### src/rtl/mesi_l1_ctrl.sv
// Direct-mapped MESI L1 controller: core request FSM, snooping-bus master and
// combinational snoop responder for the shared bus.

package mesi_types_pkg;
    parameter int XLEN           = 32;
    parameter int CACHELINE_SIZE = 64;

    typedef enum logic [1:0] {
        BUS_RD   = 2'd0,
        BUS_RDX  = 2'd1,
        BUS_UPGR = 2'd2,
        BUS_WB   = 2'd3
    } bus_cmd_e;

    typedef enum logic [1:0] {
        ST_I = 2'd0,
        ST_S = 2'd1,
        ST_E = 2'd2,
        ST_M = 2'd3
    } mesi_e;
endpackage

module mesi_l1_ctrl
    import mesi_types_pkg::*;
#(
    parameter int NUM_LINES = 4,
    parameter int ID        = 0
) (
    input  logic                      clk,
    input  logic                      rst,
    input  logic                      cpu_req,
    input  logic                      cpu_we,
    input  logic [XLEN-1:0]           cpu_addr,
    input  logic [CACHELINE_SIZE-1:0] cpu_wdata,
    output logic                      cpu_ready,
    output logic                      cpu_resp,
    output logic [CACHELINE_SIZE-1:0] cpu_rdata,
    output logic                      bus_req,
    input  logic                      bus_gnt,
    output logic [1:0]                bus_cmd,
    output logic [XLEN-1:0]           bus_addr,
    output logic [CACHELINE_SIZE-1:0] bus_wdata,
    input  logic [CACHELINE_SIZE-1:0] bus_rdata,
    input  logic                      bus_done,
    input  logic                      bus_shared,
    input  logic                      snoop_valid,
    input  logic [1:0]                snoop_cmd,
    input  logic [XLEN-1:0]           snoop_addr,
    output logic                      snoop_shared,
    output logic                      snoop_flush,
    output logic [CACHELINE_SIZE-1:0] snoop_data
);
    localparam int IDX  = $clog2(NUM_LINES);
    localparam int TAGW = XLEN - IDX;

    typedef struct packed {
        mesi_e                     st;
        logic [TAGW-1:0]           tag;
        logic [CACHELINE_SIZE-1:0] data;
    } line_t;

    typedef enum logic [1:0] {S_IDLE, S_WB, S_FILL, S_RESP} fsm_e;

    fsm_e  fsm;
    line_t lines [NUM_LINES];
    logic  gnt_seen;

    logic [IDX-1:0]  cidx, sidx;
    logic [TAGW-1:0] ctag, stag;
    line_t           cl, sl;
    logic            cpu_hit, snoop_hit, snoop_on_cpu_line, snoop_kill, victim_lost;
    mesi_e           snoop_next;

    assign cidx = cpu_addr[IDX-1:0];
    assign ctag = cpu_addr[XLEN-1:IDX];
    assign sidx = snoop_addr[IDX-1:0];
    assign stag = snoop_addr[XLEN-1:IDX];
    assign cl   = lines[cidx];
    assign sl   = lines[sidx];

    assign cpu_hit   = (cl.st != ST_I) && (cl.tag == ctag);
    assign snoop_hit = snoop_valid && (sl.st != ST_I) && (sl.tag == stag);

    assign snoop_shared = snoop_hit;
    assign snoop_flush  = snoop_hit && (sl.st == ST_M) &&
                          (snoop_cmd == BUS_RD || snoop_cmd == BUS_RDX);
    assign snoop_data   = snoop_flush ? sl.data : '0;

    always_comb begin
        snoop_next = sl.st;
        case (snoop_cmd)
            BUS_RD:   snoop_next = ST_S;
            BUS_RDX:  snoop_next = ST_I;
            BUS_UPGR: if (sl.st == ST_S) snoop_next = ST_I;
            default:  ;
        endcase
    end

    // Snoop landing on the line the CPU request is working on this cycle.
    assign snoop_on_cpu_line = snoop_hit && (sidx == cidx);
    assign snoop_kill        = snoop_on_cpu_line && (snoop_next == ST_I);
    // A dirty victim that another master downgraded/stole needs no writeback.
    assign victim_lost       = (cl.st != ST_M) ||
                               (snoop_on_cpu_line && snoop_next != ST_M);

    assign cpu_ready = (fsm == S_IDLE) && !rst;

    always_ff @(posedge clk) begin
        if (rst) begin
            fsm       <= S_IDLE;
            cpu_resp  <= 1'b0;
            cpu_rdata <= '0;
            bus_req   <= 1'b0;
            bus_cmd   <= 2'd0;
            bus_addr  <= '0;
            bus_wdata <= '0;
            gnt_seen  <= 1'b0;
            for (int i = 0; i < NUM_LINES; i++) lines[i].st <= ST_I;
        end else begin
            cpu_resp <= 1'b0;
            case (fsm)
                S_IDLE: if (cpu_req) begin
                    if (cpu_hit && !cpu_we) begin
                        cpu_rdata <= cl.data;
                        cpu_resp  <= 1'b1;
                        fsm       <= S_RESP;
                    end else if (cpu_hit && cl.st != ST_S) begin
                        lines[cidx].data <= cpu_wdata;
                        lines[cidx].st   <= ST_M;
                        cpu_rdata        <= '0;
                        cpu_resp         <= 1'b1;
                        fsm              <= S_RESP;
                    end else if (cpu_hit) begin
                        bus_req  <= 1'b1;
                        bus_cmd  <= BUS_UPGR;
                        bus_addr <= cpu_addr;
                        fsm      <= S_FILL;
                    end else if (cl.st == ST_M) begin
                        bus_req   <= 1'b1;
                        bus_cmd   <= BUS_WB;
                        bus_addr  <= {cl.tag, cidx};
                        bus_wdata <= cl.data;
                        fsm       <= S_WB;
                    end else begin
                        bus_req  <= 1'b1;
                        bus_cmd  <= cpu_we ? BUS_RDX : BUS_RD;
                        bus_addr <= cpu_addr;
                        fsm      <= S_FILL;
                    end
                end
                S_WB: begin
                    if (bus_done || (!gnt_seen && !bus_gnt && victim_lost)) begin
                        if (bus_done) lines[cidx].st <= ST_I;
                        bus_req  <= 1'b0;
                        gnt_seen <= 1'b0;
                        bus_cmd  <= cpu_we ? BUS_RDX : BUS_RD;
                        bus_addr <= cpu_addr;
                        fsm      <= S_FILL;
                    end else if (bus_req && bus_gnt) begin
                        gnt_seen <= 1'b1;
                    end
                end
                S_FILL: begin
                    if (bus_done) begin
                        bus_req         <= 1'b0;
                        gnt_seen        <= 1'b0;
                        cpu_resp        <= 1'b1;
                        fsm             <= S_RESP;
                        lines[cidx].tag <= ctag;
                        if (bus_cmd == BUS_RD) begin
                            lines[cidx].data <= bus_rdata;
                            lines[cidx].st   <= bus_shared ? ST_S : ST_E;
                            cpu_rdata        <= bus_rdata;
                        end else begin
                            lines[cidx].data <= cpu_wdata;
                            lines[cidx].st   <= ST_M;
                            cpu_rdata        <= '0;
                        end
                    end else begin
                        bus_req <= 1'b1;
                        if (bus_req && bus_gnt) gnt_seen <= 1'b1;
                        // Lost our S copy before winning the bus: upgrade is no longer enough.
                        if (bus_cmd == BUS_UPGR && !gnt_seen && !bus_gnt &&
                            (!cpu_hit || snoop_kill))
                            bus_cmd <= BUS_RDX;
                    end
                end
                S_RESP: fsm <= S_IDLE;
                default: fsm <= S_IDLE;
            endcase
            // Placed last so a snoop wins over any CPU-side update of the same line.
            if (snoop_hit) lines[sidx].st <= snoop_next;
        end
    end

    a_no_req_idle: assert property (@(posedge clk) disable iff (rst)
        (fsm == S_IDLE || fsm == S_RESP) |-> !bus_req)
        else $error("L1[%0d]: bus_req high outside a bus state", ID);

    // Direct-mapped: a refill may only replace a clean or already-written-back victim.
    a_one_line_per_idx: assert property (@(posedge clk) disable iff (rst)
        (fsm == S_FILL && bus_done && bus_cmd != BUS_UPGR) |-> (cl.st != ST_M || cl.tag == ctag))
        else $error("L1[%0d]: refill over a dirty line at index %0d", ID, cidx);

    a_cmd_stable: assert property (@(posedge clk) disable iff (rst)
        (bus_req && (bus_gnt || gnt_seen) && !bus_done) |=> $stable(bus_cmd))
        else $error("L1[%0d]: bus_cmd changed while granted", ID);

endmodule

### config.mk
export PLATFORM = sky130hd
export DESIGN_NAME = mesi_l1_ctrl
export DESIGN_NICKNAME = d
export VERILOG_FILES = /design/src/rtl/mesi_l1_ctrl.sv
export SDC_FILE = /design/constraint.sdc
export NUM_CORES = 1
export LEC_CHECK = 0
export ABC_AREA = 0
export CAP_MARGIN = 5
export CORE_ASPECT_RATIO = 2
export CORE_MARGIN = 3
export CORE_UTILIZATION = 40
export DETAILED_ROUTE_END_ITERATION = 8
export DONT_BUFFER_PORTS = 1
export SYNTH_ARGS = -nofsm -noshare
export SYNTH_HDL_FRONTEND = slang
export SYNTH_SLANG_ARGS = --single-unit
### constraint.sdc
create_clock -name clk -period 10.31 [get_ports clk]
set_input_delay 2.062 -clock clk [delete_from_list [all_inputs] [get_ports clk]]
set_output_delay 2.062 -clock clk [all_outputs]
set_load 0.01 [all_outputs]
==> results.md <==
• **part of the cycle the worst path needs** 70.7%
• **kind of start point of the critical path** input pin
• **routed wirelength normalized by instance count** 30.5 um
• **relative contribution of combinational cells to total power** 18.6%
• **Post-DP Area** 0.0272 sq mm
• **initial antenna violation count** 5
• **area growth from synthesis to final layout** 8.67%
• **Max-Cap Viols** 0
• **grt total ovfl** 0
• **starting DRC count in detailed routing** 1,098
• **power density normalized to cell area** 201 mW/mm^2
• **switching power total** 0.00175 W
• **number of placement rows** 133
• **number of port buffers** 0
• **clock transition at the registers of the reported paths** 60 ps
• **number of warning messages in the yosys log** 0
• **final count of pins violating max slew** 0
• **setup repair after global routing missed its margin** no
• **cell area after technology mapping** 0.0266 sq mm
• **reg2reg setup slack** 5320 ps
• **min Tclk post-route** 7290 ps
• **Hold WS** 503 ps
• **cells resized by post-CTS repair** 0
• **maximum number of pins on one net before global-route repair** 182
• **number of flip-flops and latches in the synthesized netlist** 551
• **power share of the clock group** 32.9%
• **sum of negative setup slack** 0 ps
• **total routing resource utilization after global routing** 23.9%
• **Bufs on Longest Clock Path** 3
• **Final setup viols** 0
• **H-tree lvl count** 2
• **initial core utilization** 40.4%
• **number of nets at the end of the flow** 2,052
• **Cells after Synth** 1,935
• **peak ir drop on the vdd network** 0.000157 V
• **wire length reported by the detailed router** 84,400 um
• **Switching Fraction** 30.2%
• **sequential element share of the synthesized area** 56.0%
• **core region area** 0.0657 sq mm
• **die boundary height** 370 um
• **internal power consumption** 0.00406 W
• **cell depth of the worst flop-to-flop path** 10
• **sequential cell area** 0.0149 sq mm
• **first-pass GRT wire length** 124,000 um
• **antenna-violating nets left** 0
• **run status** finished clean
• **number of fill cells** 5,937
• **Hold/Removal Path Class** register to register
• **total CTS buffers** 50
• **number of global-route vias before repair** 17,900
• **slew of the pin with the lowest slew margin** 1140 ps
• **combined area of the multi-input logic cells** 0.0110 sq mm
• **sequential power share** 48.5%
• **Crit Path Category** input pin to output port
• **area of all placed cells without fillers** 0.0289 sq mm
• **synthesized net count** 2,142
• **proportion of synthesized flip-flops having asynchronous set or reset** 0%
• **start point of the critical path** snoop_addr[0]
• **clock tree from TritonCTS** built
• **Synth Flop Type** sky130_fd_sc_hd__edfxtp_1
• **later-pin clock latency in the skew report** 610 ps
• **capture instance of the worst register-to-register path** cpu_rdata[38]
• **fraction of layout instances using a drive strength above 1** 22.8%
• **DR vias** 16,900
• **capturing element of the worst setup path** snoop_data[18]
• **leakage power summed over all cells** 8.78 nW
• **Data required, critical path** 8250 ps
• **max frequency** 137 MHz
• **hold violation total from the final report** 0
• **detail-routed via count per cell** 6.12
• **clock root buffer master** sky130_fd_sc_hd__clkbuf_16
• **x dimension of the die** 188 um
• **I/O Pins** 433
• **count of clock tree sinks** 551
• **Slew HR** 23.8%
• **worst setup slack after layout** 3020 ps
• **type of destination of the critical path** output port
• **count of flip-flops with a built-in enable after synthesis** 384
• **post-CTS setup-driven buffer insertion count** 0
• **data arrival time of the critical path** 5220 ps
• **HPWL after DPL** 56,200 um
• **area of the die** 0.0697 sq mm
• **Remaining DRCs** 0
• **worst r2r src** lines[3][73]
• **synthesized area divided by synthesized cell count** 13.7 sq um
• **count of cell types in the netlist** 60
• **detailed-routing iteration count for the pre-antenna-repair pass** 5
• **routability congestion estimate from global placement** 0.875
• **number of hold buffers added after cts** 0
• **post-placement setup slack** 3090 ps
• **clock tree skew after final layout** 20.5 ps
• **Max Fanout on Critical Path** 101
==> worst max-delay path, cell delays in order <==
cell and delay (ps):
sky130_fd_sc_hd__mux4_2 510, sky130_fd_sc_hd__xnor2_1 410, sky130_fd_sc_hd__nand4_1 190, sky130_fd_sc_hd__nor4_1 530, sky130_fd_sc_hd__nand3_1 200, sky130_fd_sc_hd__inv_1 220, sky130_fd_sc_hd__nand4b_1 220, sky130_fd_sc_hd__buf_4 390
sky130_fd_sc_hd__nor2b_1 370
==> cells in the mapped netlist (3+ instances only) <==
cell | n | area [sq um]
sky130_fd_sc_hd__dfxtp_1 | 167 | 3340
sky130_fd_sc_hd__a22oi_2 | 60 | 751
sky130_fd_sc_hd__nor4b_1 | 3 | 26.3
sky130_fd_sc_hd__nand2_1 | 243 | 912
sky130_fd_sc_hd__a211oi_2 | 60 | 751
sky130_fd_sc_hd__buf_6 | 9 | 101
sky130_fd_sc_hd__a211oi_1 | 36 | 270
sky130_fd_sc_hd__nand2b_1 | 3 | 18.8
sky130_fd_sc_hd__clkbuf_1 | 106 | 398
sky130_fd_sc_hd__a21oi_1 | 240 | 1200
sky130_fd_sc_hd__o31ai_1 | 3 | 22.5
sky130_fd_sc_hd__a22oi_1 | 6 | 45.0
sky130_fd_sc_hd__edfxtp_1 | 384 | 11500
sky130_fd_sc_hd__mux4_2 | 188 | 4230
sky130_fd_sc_hd__nor4_1 | 4 | 25.0
sky130_fd_sc_hd__a31oi_1 | 5 | 31.3
sky130_fd_sc_hd__nor2_1 | 24 | 90.1
sky130_fd_sc_hd__and2_1 | 5 | 31.3
sky130_fd_sc_hd__nand4_1 | 17 | 106
sky130_fd_sc_hd__o21ai_0 | 10 | 50.1
sky130_fd_sc_hd__nor2b_1 | 101 | 632
sky130_fd_sc_hd__nand3_1 | 39 | 195
sky130_fd_sc_hd__xnor2_1 | 52 | 455
sky130_fd_sc_hd__xor2_1 | 8 | 70.1
sky130_fd_sc_hd__inv_1 | 11 | 41.3
sky130_fd_sc_hd__buf_4 | 5 | 37.5
sky130_fd_sc_hd__buf_1 | 15 | 56.3
sky130_fd_sc_hd__a21o_1 | 3 | 22.5
sky130_fd_sc_hd__buf_2 | 28 | 140
sky130_fd_sc_hd__mux2i_1 | 50 | 500
sky130_fd_sc_hd__nor3_1 | 7 | 35.0
sky130_fd_sc_hd__and4_1 | 4 | 35.0
sky130_fd_sc_hd__ha_1 | 5 | 62.6
==> registers in the layout, indices dropped and copies added, names as in the netlist <==
signal     count
bus_wdata     64
bus_req        1
fsm            2
cpu_rdata     64
gnt_seen       1
lines        384
bus_addr      32
cpu_resp       1
bus_cmd        2
==> layout by cell type (no fill, tap or decap), types with 36 or more instances in the layout <==
master / synthesis / layout
sky130_fd_sc_hd__a21oi_1: 240 / 240
sky130_fd_sc_hd__edfxtp_1: 384 / 384
sky130_fd_sc_hd__nand3_1: 39 / 39
sky130_fd_sc_hd__clkbuf_16: 0 / 50
sky130_fd_sc_hd__xnor2_1: 52 / 52
sky130_fd_sc_hd__mux4_2: 188 / 188
sky130_fd_sc_hd__nand2_1: 243 / 240
sky130_fd_sc_hd__dfxtp_1: 167 / 167
sky130_fd_sc_hd__a211oi_2: 60 / 60
sky130_fd_sc_hd__mux2i_1: 50 / 50
sky130_fd_sc_hd__a211oi_1: 36 / 36
sky130_fd_sc_hd__nor2b_1: 101 / 101
sky130_fd_sc_hd__a22oi_2: 60 / 60
==> layer usage <==
layer / up-vias / part of all wire (%) / GRT usage (%)
met5: - / 0.032 / 0
li1: 7316 / - / -
met2: 735 / 53 / 42.8
met4: 4 / 5.3 / 11.5
met3: 191 / 8.2 / 7.19
met1: 8674 / 34 / 25.7
==> worst min path at each step <==
stage / startpoint / endpoint / slack, ps / cells after the start
after floorplan: fsm[1] / fsm[1] / 480 / 2
after global placement: bus_wdata[9] / bus_wdata[9] / 490 / 2
after detailed placement: bus_wdata[11] / bus_wdata[11] / 500 / 2
after CTS: bus_wdata[10] / bus_wdata[10] / 510 / 2
after global routing: bus_wdata[46] / bus_wdata[46] / 520 / 2
final: bus_wdata[10] / bus_wdata[10] / 500 / 2
==> logic make-up after synthesis <==
kind of cell | synth area share, %
flops | 56.0
simple gates | 8.40
compound gates | 12.6
mux | 17.9
buf+inv | 2.93
xor+xnor | 1.98
fa+ha+maj | 0.235
==> stage by stage <==
step / total power [W] / util, % / cells
final: 0.00581 / 43.9 / 2766
after detailed placement: 0.00395 / 41.4 / 2670
after global routing: 0.00604 / 43.9 / 2765
after floorplan: 0.00364 / - / 1935
after global placement: 0.00392 / 41.4 / 2670
after CTS: 0.00587 / 43.9 / 2764
==> area by class of cell <==
cell class | count | area share, %
Sequential cell | 551 | 51.5
Multi-Input combinational cell | 1209 | 38.2
Clock buffer | 71 | 4.81
Tap cell | 877 | 3.80
Clock inverter | 23 | 0.906
Timing Repair Buffer | 21 | 0.546
Inverter | 12 | 0.156
Antenna cell | 2 | 0.0173
==> power by group through the flow <==
stage,combinational [W],clock [W],sequential [W]
global placement,0.00106,0,0.00286
detailed placement,0.00109,0,0.00287
global route,0.00117,0.00203,0.00284
CTS,0.00109,0.00196,0.00282
finish,0.00108,0.00191,0.00282
floorplan,0.000862,0,0.00277
(Power assumes the default switching activity.)
